$ cat src/rtl/rr_mux_arbiter.sv
// rtl/rr_mux_arbiter.sv - round-robin arbiter owning the select of a shared 8:1 mux
module rr_mux_arbiter #(
    parameter int MAX_HOLD = 15
) (
    input  logic       Clock,
    input  logic       Reset,
    input  logic [7:0] Req,
    input  logic       Done,
    output logic [7:0] Gnt,
    output logic [2:0] S,
    output logic       Busy,
    output logic       TO
);

    typedef enum logic {
        ST_IDLE,
        ST_GRANT
    } state_e;

    localparam logic [7:0] HOLD_LAST = 8'(MAX_HOLD - 1);

    state_e     state_q, state_d;
    logic [2:0] ptr_q, ptr_d;
    logic [7:0] cnt_q, cnt_d;
    logic [7:0] gnt_q, gnt_d;
    logic [2:0] s_q, s_d;
    logic       to_q, to_d;

    logic [15:0] req_dbl;
    logic [7:0]  req_rot;
    logic [2:0]  pick_ofs;
    logic [2:0]  pick_idx;
    logic        owner_req;
    logic        hold_hit;

    // Rotate so the pointer position lands at bit 0; the lowest set bit is then the winner.
    assign req_dbl  = {Req, Req};
    assign req_rot  = 8'(req_dbl >> ptr_q);
    assign pick_idx = ptr_q + pick_ofs;

    always_comb begin
        pick_ofs = 3'd0;
        for (int i = 7; i >= 0; i--) begin
            if (req_rot[i]) begin
                pick_ofs = 3'(i);
            end
        end
    end

    assign owner_req = Req[s_q];
    assign hold_hit  = (cnt_q == HOLD_LAST);

    always_comb begin
        state_d = state_q;
        ptr_d   = ptr_q;
        cnt_d   = cnt_q;
        gnt_d   = gnt_q;
        s_d     = s_q;
        to_d    = 1'b0;

        unique case (state_q)
            ST_IDLE: begin
                if (|Req) begin
                    state_d = ST_GRANT;
                    gnt_d   = 8'd1 << pick_idx;
                    s_d     = pick_idx;
                    cnt_d   = 8'd0;
                end
            end
            ST_GRANT: begin
                if (Done || !owner_req || hold_hit) begin
                    // S is left on the old owner so the mux select does not glitch while idle.
                    state_d = ST_IDLE;
                    gnt_d   = 8'd0;
                    ptr_d   = s_q + 3'd1;
                    to_d    = !Done && owner_req;
                end else begin
                    cnt_d = cnt_q + 8'd1;
                end
            end
            default: begin
                state_d = ST_IDLE;
                gnt_d   = 8'd0;
            end
        endcase
    end

    always_ff @(posedge Clock) begin
        if (Reset) begin
            state_q <= ST_IDLE;
            ptr_q   <= 3'd0;
            cnt_q   <= 8'd0;
            gnt_q   <= 8'd0;
            s_q     <= 3'd0;
            to_q    <= 1'b0;
        end else begin
            state_q <= state_d;
            ptr_q   <= ptr_d;
            cnt_q   <= cnt_d;
            gnt_q   <= gnt_d;
            s_q     <= s_d;
            to_q    <= to_d;
        end
    end

    assign Gnt  = gnt_q;
    assign S    = s_q;
    assign Busy = (state_q == ST_GRANT);
    assign TO   = to_q;

endmodule

$ cat config.mk
export PLATFORM = sky130hd
export DESIGN_NAME = rr_mux_arbiter
export DESIGN_NICKNAME = d
export VERILOG_FILES = /design/src/rtl/rr_mux_arbiter.sv
export SDC_FILE = /design/constraint.sdc
export NUM_CORES = 1
export LEC_CHECK = 0
export CAP_MARGIN = 20
export CELL_PAD_IN_SITES_DETAIL_PLACEMENT = 0
export CELL_PAD_IN_SITES_GLOBAL_PLACEMENT = 2
export CORE_MARGIN = 2
export CORE_UTILIZATION = 28
export CTS_BUF_LIST = sky130_fd_sc_hd__clkbuf_8 sky130_fd_sc_hd__clkbuf_16
export DETAILED_ROUTE_END_ITERATION = 12
export PLACE_DENSITY = 0.86
export SLEW_MARGIN = 20
export SYNTH_ARGS = -nofsm -noshare
export SYNTH_HDL_FRONTEND = slang
export SYNTH_SLANG_ARGS = --single-unit
$ cat constraint.sdc
create_clock -name Clock -period 2.8 [get_ports Clock]
set_input_delay 0.56 -clock Clock [delete_from_list [all_inputs] [get_ports Clock]]
set_output_delay 0.56 -clock Clock [all_outputs]
set_load 0.03 [all_outputs]
# Yosys cells after proc, flatten, opt, wreduce, memory -nomap -nowiden
# Index checks and enable logic that the tools add are counted.
[word_totals]
register_bits = 24
inputBits = 11
elab_cells = 48
[op_classes]
add_sub_neg = 3
order_cmp = 1
n_eq_ne = 4
shift = 2
muxes = 19
n_bitwise = 2
n_reduce_logical = 11
[ops]
columns = ["cell", "count"]
rows = [
  ["$mux W8", 4],
  ["$pmux W8 S2", 2],
  ["$mux W3", 8],
  ["$shr A16 B3 Y8", 1],
  ["$add A8 B1 Y8 const B", 1],
  ["$eq A8 B4 Y1 const B", 1],
  ["$reduce_and A2 Y1", 4],
  ["$reduce_or A8 Y1", 1],
  ["$shl A1 B3 Y8 const A", 1],
  ["$lt A3 B4 Y1 const B", 1],
  ["$ne A2 B2 Y1 const B", 2],
  ["$add A3 B1 Y3 const B", 1],
  ["$add A3 B3 Y3", 1],
  ["$bmux W1 S3", 1],
  ["$mux W1", 3],
  ["$reduce_or A3 Y1", 1],
  ["$logic_not A1 Y1", 2],
  ["$logic_or A1 B1 Y1", 2],
  ["$ne A2 B1 Y1 const B", 1],
  ["$not A1 Y1", 2],
  ["$pmux W1 S2", 1],
  ["$logic_and A1 B1 Y1", 1],
]

# Logic depth before layout (Yosys ltp)
# Gate-level depths: netlist (run 1).
[depth]
depth_word = 13
depth_mapped = 14
ltp_nobuf = 12

# Least setup slack after synthesis (run 1)
# OpenSTA, ideal clock, no wires.
[synth_timing]
kind = "reg2reg"
startpoint = "reg ptr_q[1]"
endpoint = "reg gnt_q[6], in the netlist Gnt[6]"
setup_ns = 0.070
arrival_ns = 2.726
required_time_ns = 2.730
slack_ns = 0.004
stages_incl_launch_ff = 13
synth_period_minus_slack_ns = 2.796
cell_sequence = "dfxtp_1 buf_6 buf_2 mux2_2 nor2_1 a21oi_1 or3_1 nand3_1 ha_1 inv_1 fa_1 or3_1 o2bb2ai_1"
[synth_via]
elab_chain_cells = 13
[synth_rtl]
columns = ["element", "line_no", "rtl"]
rows = [
  ["start: declaration", "23", "logic [2:0] ptr_q, ptr_d;"],
  ["start signal: assignment", "98", "ptr_q <= ptr_d;"],
  ["$shr A16 B3 Y8", "38", "assign req_rot = 8'(req_dbl >> ptr_q);"],
  ["$mux W3 (8 in a row)", "44", "if (req_rot[i]) begin"],
  ["$add A3 B3 Y3 *", "39", "assign pick_idx = ptr_q + pick_ofs;"],
  ["$shl A1 B3 Y8 *", "65", "gnt_d = 8'd1 << pick_idx;"],
  ["$mux W8 *", "63", "if (|Req) begin"],
  ["$pmux W8 S2 *", "61", "unique case (state_q)"],
  ["end signal: assignment", "100", "gnt_q <= gnt_d;"],
  ["end: declaration", "25", "logic [7:0] gnt_q, gnt_d;"],
]
# Mark *: on every way between the ends. The rest lies on a longest branch, timed or not. The select of a mux whose other input is x is not followed.
# A chain may end at the register's enable or synchronous reset.

# Final worst setup path (run 1)
[layout_timing]
startpoint = "in Req[0]"
endpoint = "reg gnt_q[6], in the netlist Gnt[6]"
[layout_via]
elab_chain_cells = 13
[layout_rtl]
columns = ["element", "line_no", "rtl"]
rows = [
  ["start: declaration", "7", "input logic [7:0] Req,"],
  ["$shr A16 B3 Y8", "38", ""],
  ["$mux W3 (8 in a row)", "44", ""],
  ["$add A3 B3 Y3", "39", ""],
  ["$shl A1 B3 Y8", "65", ""],
  ["$mux W8", "63", ""],
  ["$pmux W8 S2", "61", ""],
]
# Parallel ways exist; a longest one is shown, timed or not. The select of a mux whose other input is x is not followed.

==> results of run 1 <==
-- per-layer routing --
layer	up-vias	share of wire	global-route usage
met5	-	0	0
met1	680	0.55	0.202
met2	12	0.44	0.207
li1	804	-	-
met4	0	0	0.0211
met3	0	0.015	0.0261
-- through the flow --
stage	hold WS (ps)	TNS (ps)	instances
2_1_floorplan	484	0	188
3_3_place_gp	458	-4260	306
3_5_place_dp	446	-4460	306
4_1_cts	477	0	311
5_1_grt	500	-181	315
6_report	471	0	315
-- placed cells by master, fill, tap and decap left out, types with 3 or more instances in the layout --
cell type | Yosys | layout
buf_4 | 0 | 33
dfxtp_1 | 24 | 23
nor2_1 | 23 | 22
nand2_1 | 17 | 17
clkdlybuf4s50_1 | 0 | 15
nand3_1 | 8 | 8
inv_1 | 8 | 7
a21oi_1 | 10 | 7
nor3_1 | 8 | 7
mux2i_4 | 0 | 4
a31oi_1 | 4 | 4
or3_1 | 4 | 4
o2bb2ai_1 | 4 | 4
dlygate4sd2_1 | 0 | 4
mux2_4 | 0 | 3
a21oi_2 | 0 | 3
o21ai_0 | 6 | 3
o211ai_1 | 3 | 3
nor3b_1 | 4 | 3
o21ai_1 | 1 | 3
nor4_1 | 4 | 3
a22o_1 | 3 | 3
a211oi_1 | 3 | 3
xor2_1 | 3 | 3
ha_1 | 4 | 3
clkbuf_8 | 0 | 3
-- power breakdown --
group | switching (uW) | internal, uW | total, uW | leakage [uW]
clock | 110 | 191 | 301 | 0.0000357
combinational | 413 | 391 | 805 | 0.000632
sequential | 54.8 | 393 | 448 | 0.000196
-- repair_timing --
item | in CTS | in global routing
cloned | 0 | 0
pin swaps | 7 | 8
setup buffers | 1 | 4
endpoints found under the setup margin | 10 | 8
resized for setup | 24 | 23
-- worst max path at each step --
stage                     slack [ps]                   to
final                             70  Gnt[6]$_SDFFE_PP0P_
after global placement          -520  Gnt[0]$_SDFFE_PP0P_
after detailed placement        -550  Gnt[6]$_SDFFE_PP0P_
after CTS                         20  Gnt[0]$_SDFFE_PP0P_
after floorplan                    4  Gnt[6]$_SDFFE_PP0P_
after global routing             -80  Gnt[6]$_SDFFE_PP0P_
-- state kept, by name, summed over array words and instances (netlist names) --
name,cells
ptr_q,3
Busy,1
Gnt,8
cnt_q,8
S,3
TO,1
-- cell type report --
cell class | instances | area, um2
clock inverter | 1 | 30.0
timing repair buffer | 59 | 505
tap | 72 | 90.1
inverter | 8 | 30.0
multi-input combinational | 148 | 1120
clock buffer | 3 | 41.3
fill | 537 | 3140
sequential | 24 | 484
-- kinds of logic (layout without fill, tap and decap cells) --
| family | count (synthesis) | after routing | share of synthesized area |
|---|---|---|---|
| xor gates and xnor gates | 6 | 6 | 0.0384 |
| buffers and inverters | 16 | 71 | 0.0440 |
| muxes | 14 | 14 | 0.109 |
| and+or+nand+nor | 76 | 76 | 0.238 |
| adders and majority gates | 6 | 6 | 0.0520 |
| AOI/OAI and AO/OA | 46 | 46 | 0.211 |
| DFF | 24 | 24 | 0.307 |
==> impl_metrics.py, run 1 <==
metrics = {
    "status": {
        "outcome": "complete, no violations",
    },
    "placed_design": {
        "dp_hpwl_um": 3010,
        "io_buffers": 23,
        "gp_congestion": 0.773,
        "pre_cts_ws_ps": -546,
        "place_area_um2": 2080,
    },
    "worst_setup_path": {
        "cp_slowest_cell": "fa_2",
        "cp_top_family": "simple AND/OR/NAND/NOR gates",
        "crit_start": "Req[0]",
        "r2r_end": "Gnt[6]$_SDFFE_PP0P_",
        "path_class": "input pin to flip-flop",
        "end_kind": "flip-flop",
        "cp.depth": 11,
        "crit_buf_inv": 2,
        "cpPeakStageDelay_ps": 470,
        "timing.rr.start": "ptr_q[1]$_SDFFE_PP0P_",
        "cpMostUsedCell": "or3_1",
        "worstPathRequired_ps": 3010,
        "r2r_slack_ps": 100,
        "crit_path_cell_trace": "dlygate4sd2_1 -> mux2_4 -> nor2_1 -> a21oi_1 -> or3_1 -> nand3_1 -> ha_2 -> inv_2 -> fa_2 -> or3_1 -> o2bb2ai_1",
        "path_max_fanout": 6,
        "r2r_cells": 11,
        "critPathArrivalTime_ps": 2940,
        "start_kind": "input pin",
    },
    "cts": {
        "hold_buffers": 0,
        "clkLatencyLatePin_ps": 270,
        "cts.clk_slew.worst_paths_ps": 90,
        "clk_path_buf_depth": 2,
        "htreeDepth": 1,
        "clockRootBuffer": "clkbuf_8",
        "cts_buffers": 3,
        "cts_tree": "yes",
        "numClockSinks": 24,
    },
    "power": {
        "ir_worst_vdd_mv": 0.381,
        "leakagePower_uw": 0.000864,
        "power.density_nw_per_um2": 675,
        "power.total_uw": 1550,
    },
    "routing": {
        "routed_wirelength_um": 4030,
        "ant_nets": 0,
        "drc": 0,
        "drtPass1Iterations": 6,
        "viasPerCell": 4.75,
        "dr_total_vias": 1496,
        "drt_iter0_drc": 70,
        "wl_per_cell_um": 12.8,
    },
    "synthesis": {
        "netlist_area_um2": 1560,
        "synth.most_common_cell": "dfxtp_1",
        "async_flop_share": 0,
        "seq_area_frac_synth": 0.307,
        "synth_top_flop_cell": "dfxtp_1",
        "synth_top_area_cell": "dfxtp_1",
        "synth.top_cell.area_share": 0.307,
        "synthCells": 188,
        "synth.distinct_cells": 48,
        "syn_area_per_cell_um2": 8.32,
        "synth_edf_count": 0,
        "synth_common_cells": "dfxtp_1, nor2_1, nand2_1",
        "synth_warnings": 0,
        "synthTopCellsByArea": "dfxtp_1, nor2_1, mux2i_1",
        "synth_fp_nets": 204,
        "ys_seq_elements": 24,
    },
    "layout": {
        "utilization": 0.424,
        "drive_gt1_frac": 0.300,
        "syn_to_final_growth_pct": 47.3,
        "diodes": 0,
        "design_area_um2": 2300,
        "final_nets": 260,
    },
    "run": {
        "max_cap_viol_count": 0,
    },
    "global_routing": {
        "grt_pass1_wl_um": 6880,
        "antenna_found_initial": 0,
        "grt_start_max_net_pins": 18,
        "grt_usage": 0.136,
        "first_global_vias": 1460,
        "overflow": 0,
    },
    "worst_hold_path": {
        "hold_depth": 1,
        "hp-class": "flip-flop to flip-flop",
        "min_to": "Gnt[4]$_SDFFE_PP0P_",
        "min_from": "Gnt[4]$_SDFFE_PP0P_",
    },
    "timing": {
        "clock_skew_ps": 6.46,
        "slew_violations": 0,
        "slew_headroom": 0.757,
        "setup_violations": 0,
        "tightest_slew_ps": 364,
        "rsz0062_at_grt": "true",
        "post-route-period-util": 0.976,
        "hold_viol_final": 0,
        "setup_ws_ps": 68.5,
        "fmax_mhz": 366,
        "period_minus_slack_ps": 2730,
    },
    "floorplanning": {
        "die_h_um": 78.7,
        "start_util": 0.288,
        "core_area_um2": 5440,
        "die_w_um": 78.7,
        "std_cell_rows": 27,
        "ioPinCount": 24,
        "die_area_um2": 6200,
    },
}
No activity file was read; power rests on OpenSTA's default activity.
==> inputs of run 2 (changes only) <==
--- a/config.mk
+++ b/config.mk
@@ -11,9 +11,11 @@
 export CORE_MARGIN = 2
 export CORE_UTILIZATION = 28
 export CTS_BUF_LIST = sky130_fd_sc_hd__clkbuf_8 sky130_fd_sc_hd__clkbuf_16
+export CTS_CLUSTER_SIZE = 10
 export DETAILED_ROUTE_END_ITERATION = 12
 export PLACE_DENSITY = 0.86
 export SLEW_MARGIN = 20
 export SYNTH_ARGS = -nofsm -noshare
 export SYNTH_HDL_FRONTEND = slang
 export SYNTH_SLANG_ARGS = --single-unit
+export TNS_END_PERCENT = 20
==> run 2 against run 1 <==
  * Sequential share of layout area is 0.24 points higher
  * Via count shrank 0.60%
  * Cell count stayed put
  * Sequential power about the same
  * Critical path type unchanged
  * Non-clock buffer count is the same
  * Flip-flop and latch count unchanged
  * Clock skew stayed put
==> impl_metrics.py, run 2 (synthesized netlist as in run 1, its figures left out) <==
metrics = {
    "layout": {
        "utilization": 0.419,
        "final_nets": 260,
        "diodes": 0,
        "multi_input_area_um2": 1090,
        "n_fill_cell": 540,
        "final_common_cell": "buf_4",
        "final_cell_mix": "buf_4, dfxtp_1, nor2_1",
        "register_area_um2": 484,
        "syn_to_final_growth_pct": 45.6,
        "drive_gt1_frac": 0.276,
    },
    "routing": {
        "routed_wirelength_um": 4030,
        "wl_per_cell_um": 12.8,
        "drt_iter0_drc": 73,
        "ant_nets": 0,
        "drc": 0,
        "drtPass1Iterations": 6,
        "viasPerCell": 4.72,
        "dr_total_vias": 1487,
    },
    "cts": {
        "clkLatencyLatePin_ps": 270,
        "cts_buffers": 3,
        "cts_tree": "yes",
        "clk_path_buf_depth": 2,
        "clockRootBuffer": "clkbuf_8",
        "cts.clk_slew.worst_paths_ps": 90,
        "htreeDepth": 1,
        "numClockSinks": 24,
    },
    "worst_setup_path": {
        "cp.depth": 12,
        "cp_top_family": "adder cells",
        "path_class": "input pin to flip-flop",
        "start_kind": "input pin",
        "end_kind": "flip-flop",
        "worstPathRequired_ps": 3010,
        "r2r_cells": 12,
        "crit_path_cell_trace": "clkdlybuf4s15_1 -> mux2i_2 -> buf_4 -> a31oi_1 -> o221ai_1 -> o211ai_1 -> nand3_1 -> ha_2 -> inv_2 -> fa_2 -> or3_1 -> o2bb2ai_1",
        "timing.rr.start": "ptr_q[1]$_SDFFE_PP0P_",
        "r2r_end": "Gnt[6]$_SDFFE_PP0P_",
        "r2r_slack_ps": 80,
        "crit_buf_inv": 3,
        "cpPeakStageDelay_ps": 470,
        "endpoint": "Gnt[6]$_SDFFE_PP0P_",
        "crit_start": "Req[1]",
        "cp_slowest_cell": "fa_2",
        "path_max_fanout": 6,
        "critPathArrivalTime_ps": 2950,
    },
    "timing": {
        "clock_skew_ps": 6.46,
        "setup_tns_ps": 0,
        "slew_violations": 0,
        "hold_viol_final": 0,
        "rsz0062_at_grt": "true",
        "tightest_slew_ps": 364,
        "holdWs_ps": 471,
        "post-route-period-util": 0.977,
        "fmax_mhz": 365,
        "period_minus_slack_ps": 2740,
        "slew_headroom": 0.757,
        "setup_violations": 0,
    },
    "floorplanning": {
        "core_area_um2": 5440,
        "ioPinCount": 24,
        "die_area_um2": 6200,
        "std_cell_rows": 27,
        "start_util": 0.288,
        "die_w_um": 78.7,
        "die_h_um": 78.7,
    },
    "power": {
        "power_frac_comb": 0.513,
        "p_sw_frac": 0.370,
        "power.total_uw": 1540,
        "p_clk_frac": 0.196,
        "seqPwrFrac": 0.291,
        "p_int_uw": 968,
        "leakagePower_uw": 0.000858,
        "ir_worst_vdd_mv": 0.381,
        "switchingPower_uw": 569,
        "power.density_nw_per_um2": 675,
    },
    "global_routing": {
        "antenna_found_initial": 0,
        "grt_pass1_wl_um": 6880,
        "grt_usage": 0.136,
        "grt_start_max_net_pins": 18,
        "first_global_vias": 1460,
        "overflow": 0,
    },
    "placed_design": {
        "io_buffers": 23,
        "dp_hpwl_um": 3010,
        "gp_congestion": 0.773,
    },
    "worst_hold_path": {
        "hold_depth": 1,
        "hp-class": "flip-flop to flip-flop",
    },
    "status": {
        "outcome": "complete, no violations",
    },
    "run": {
        "max_cap_viol_count": 0,
    },
}
-- run 2: power groups by stage --
stage               registers, uW  logic [uW]  clock network [uW]
floorplan                     510         389                   0
global placement              462         702                   0
detailed placement            461         703                   0
CTS                           459         733                 310
global route                  457         873                 325
finish                        447         789                 301
-- run 2: area by class of cell --
type | count | area share
multi-input cells | 148 | 0.479
repair buffers | 59 | 0.224
flip-flops and latches | 24 | 0.213
well taps | 72 | 0.0396
clock buffers | 3 | 0.0181
clock inverters | 1 | 0.0132
inverters | 8 | 0.0132
-- run 2: stage by stage --
step / std cells / setup WS, ps / cell area (um2)
finish: 315 / 63.2 / 2280
global route: 315 / -89.2 / 2280
CTS: 311 / 20.3 / 2200
detailed placement: 306 / -546 / 2080
global placement: 306 / -517 / 2080
floorplan: 188 / 3.71 / 1560
-- run 2: worst min path at each step --
stage	to	start
after floorplan	cnt_q[4]$_SDFFE_PP0P_	cnt_q[4]$_SDFFE_PP0P_
after global placement	Gnt[7]$_SDFFE_PP0P_	Gnt[7]$_SDFFE_PP0P_
after detailed placement	Gnt[7]$_SDFFE_PP0P_	Gnt[7]$_SDFFE_PP0P_
after CTS	Gnt[7]$_SDFFE_PP0P_	Gnt[7]$_SDFFE_PP0P_
after global routing	Gnt[4]$_SDFFE_PP0P_	Gnt[4]$_SDFFE_PP0P_
final	Gnt[4]$_SDFFE_PP0P_	Gnt[4]$_SDFFE_PP0P_
-- run 2: repair_timing --
| item | CTS | global route |
|---|---|---|
| endpoints found under the setup margin | 10 | 8 |
| gates resized for setup | 24 | 15 |
| gates cloned | 0 | 0 |
| hold buffers | 0 | 0 |
| setup buffers | 1 | 4 |
| pin swaps | 7 | 8 |
-- run 2: per-layer routing --
| layer | part of all wire | wire (um) | GRT usage |
|---|---|---|---|
| met1 | 0.55 | 2220 | 0.202 |
| met2 | 0.43 | 1750 | 0.207 |
| met3 | 0.015 | 61 | 0.0261 |
| met4 | 0 | 0 | 0.0211 |
| met5 | 0 | 0 | 0 |
==> inputs of run 3 (changes only) <==
--- a/config.mk
+++ b/config.mk
@@ -6,7 +6,7 @@
 export NUM_CORES = 1
 export LEC_CHECK = 0
 export CAP_MARGIN = 20
-export CELL_PAD_IN_SITES_DETAIL_PLACEMENT = 0
+export CELL_PAD_IN_SITES_DETAIL_PLACEMENT = 1
 export CELL_PAD_IN_SITES_GLOBAL_PLACEMENT = 2
 export CORE_MARGIN = 2
 export CORE_UTILIZATION = 28
==> run 3 against run 2 <==
  * Sequential share of layout area decreased by 1.1 points
  * Combinational power increased by 10%
  * Clock power increased by 2%
  * Worst hold slack improved by 3.2 ps
  * Flip-flop and latch count unchanged
  * Highest routed layer is now met4
  * Count of clock-buffer cells in the layout unchanged
  * Utilization increased by 2.2 points
  * Largest power group unchanged
==> impl_metrics.py, run 3 (synthesized netlist as in run 1, its figures left out) <==
metrics = {
    "worst_setup_path": {
        "r2r_cells": 11,
        "start_kind": "input pin",
        "end_kind": "flip-flop",
        "path_max_fanout": 6,
        "worstPathRequired_ps": 3000,
        "path_class": "input pin to flip-flop",
        "r2r_slack_ps": 60,
        "critPathArrivalTime_ps": 2960,
        "timing.rr.start": "ptr_q[1]$_SDFFE_PP0P_",
        "r2r_end": "Gnt[6]$_SDFFE_PP0P_",
    },
    "timing": {
        "slew_headroom": 0.729,
        "hold_viol_final": 0,
        "fmax_mhz": 363,
        "period_minus_slack_ps": 2750,
        "setup_violations": 0,
        "tightest_slew_ps": 403,
        "clock_skew_ps": 2.49,
        "post-route-period-util": 0.983,
        "rsz0062_at_grt": "true",
        "setup_ws_ps": 47.9,
        "slew_violations": 0,
    },
    "routing": {
        "ant_nets": 0,
        "drc": 0,
        "drt_iter0_drc": 89,
        "wl_per_cell_um": 15.6,
        "dr_total_vias": 1637,
        "viasPerCell": 5.16,
        "routed_wirelength_um": 4940,
        "drtPass1Iterations": 4,
    },
    "global_routing": {
        "antenna_found_initial": 0,
        "grt_pass1_wl_um": 8100,
        "grt_usage": 0.161,
        "grt_start_max_net_pins": 18,
        "overflow": 0,
        "first_global_vias": 1675,
    },
    "cts": {
        "cts.clk_slew.worst_paths_ps": 90,
        "clkLatencyLatePin_ps": 270,
        "cts_tree": "yes",
        "htreeDepth": 1,
        "clockRootBuffer": "clkbuf_8",
        "cts_buffers": 3,
        "numClockSinks": 24,
        "clk_path_buf_depth": 2,
    },
    "run": {
        "max_cap_viol_count": 0,
    },
    "layout": {
        "design_area_um2": 2400,
        "diodes": 0,
        "multi_input_area_um2": 1190,
        "n_fill_cell": 622,
        "syn_to_final_growth_pct": 53.2,
        "drive_gt1_frac": 0.331,
        "utilization": 0.441,
        "final_common_cell": "buf_4",
        "final_cell_mix": "buf_4, dfxtp_1, nor2_1",
        "instances_no_fill": 317,
        "register_area_um2": 484,
        "final_nets": 262,
    },
    "power": {
        "switchingPower_uw": 629,
        "power_frac_comb": 0.535,
        "p_sw_frac": 0.387,
        "power.density_nw_per_um2": 679,
        "p_int_uw": 999,
        "seqPwrFrac": 0.278,
        "p_clk_frac": 0.188,
        "leakagePower_uw": 0.000895,
        "ir_worst_vdd_mv": 0.364,
    },
    "floorplanning": {
        "die_area_um2": 6200,
        "die_w_um": 78.7,
        "std_cell_rows": 27,
        "die_h_um": 78.7,
        "ioPinCount": 24,
        "start_util": 0.288,
        "core_area_um2": 5440,
    },
    "placed_design": {
        "pre_cts_ws_ps": -617,
        "gp_congestion": 0.773,
        "io_buffers": 23,
        "place_area_um2": 2080,
        "dp_hpwl_um": 3470,
        "placed_cells_incl_taps": 306,
    },
    "worst_hold_path": {
        "hold_depth": 1,
        "min_from": "Gnt[4]$_SDFFE_PP0P_",
        "min_to": "Gnt[4]$_SDFFE_PP0P_",
        "hp-class": "flip-flop to flip-flop",
    },
    "status": {
        "outcome": "complete, no violations",
    },
}
[run 3: cell types whose count changed in the layout (fill, tap and decap cells not counted), moves of 2 or more]
cell,before,now
clkdlybuf4s15_1,3,1
mux2i_2,2,0
nor3_2,0,2
o2bb2ai_1,4,1
nor3_1,8,5
o2bb2ai_2,0,3
mux2i_4,3,5
[run 3: per-stage QoR]
step	hold WS, ps	power, uW	setup TNS (ps)
floorplan	484	899	0
global placement	458	1160	-4260
detailed placement	447	1180	-5000
CTS	482	1560	-1.04
global route	505	1740	-61.7
finish	474	1630	0
[run 3: power groups by stage]
stage               Combinational, uW  Clock, uW  Sequential, uW
floorplan                         389          0             510
finish                            870        306             452
global placement                  702          0             462
CTS                               795        313             449
detailed placement                720          0             462
global route                      941        331             463
[run 3: critical path: stages]
cell and delay, ps:
dlygate4sd2_1 260, mux2_4 310, nor2_1 100, a21oi_1 80, or3_1 340, nand3_1 100, ha_2 170, inv_2 40
fa_2 470, or3_4 400, o2bb2ai_2 120
[run 3: per-layer routing]
| layer | wire length, um | GRT usage | up-vias | share of wire |
|---|---|---|---|---|
| li1 | - | - | 803 | - |
| met1 | 2420 | 0.227 | 810 | 0.49 |
| met2 | 2380 | 0.267 | 20 | 0.48 |
| met3 | 97 | 0.0273 | 4 | 0.020 |
| met4 | 34 | 0.0193 | 0 | 0.0069 |
| met5 | 0 | 0 | - | 0 |
[run 3: repair_timing]
action / in CTS / in global routing
endpoints found under the setup margin: 10 / 9
buffers inserted: 5 / 3
resized for setup: 31 / 26
pin swaps: 11 / 11
hold buffers: 0 / 0
[run 3: worst max-delay path by stage]
stage | start | to | slack [ps] | cells past startpoint
global route | Req[2] | Gnt[6]$_SDFFE_PP0P_ | -50 | 13
CTS | ptr_q[1]$_SDFFE_PP0P_ | Gnt[6]$_SDFFE_PP0P_ | -1 | 12
detailed placement | Req[4] | Gnt[7]$_SDFFE_PP0P_ | -620 | 13
finish | Req[0] | Gnt[6]$_SDFFE_PP0P_ | 50 | 11
floorplan | ptr_q[1]$_SDFFE_PP0P_ | Gnt[6]$_SDFFE_PP0P_ | 4 | 12
global placement | Req[1] | Gnt[0]$_SDFFE_PP0P_ | -520 | 13
[run 3: area by class of cell]
class	count	share of cell area
multi-input combinational	148	0.498
sequential	24	0.202
clock inverter	1	0.0125
timing repair buffer	61	0.220
tap	72	0.0376
inverter	8	0.0125
clock buffer	3	0.0172
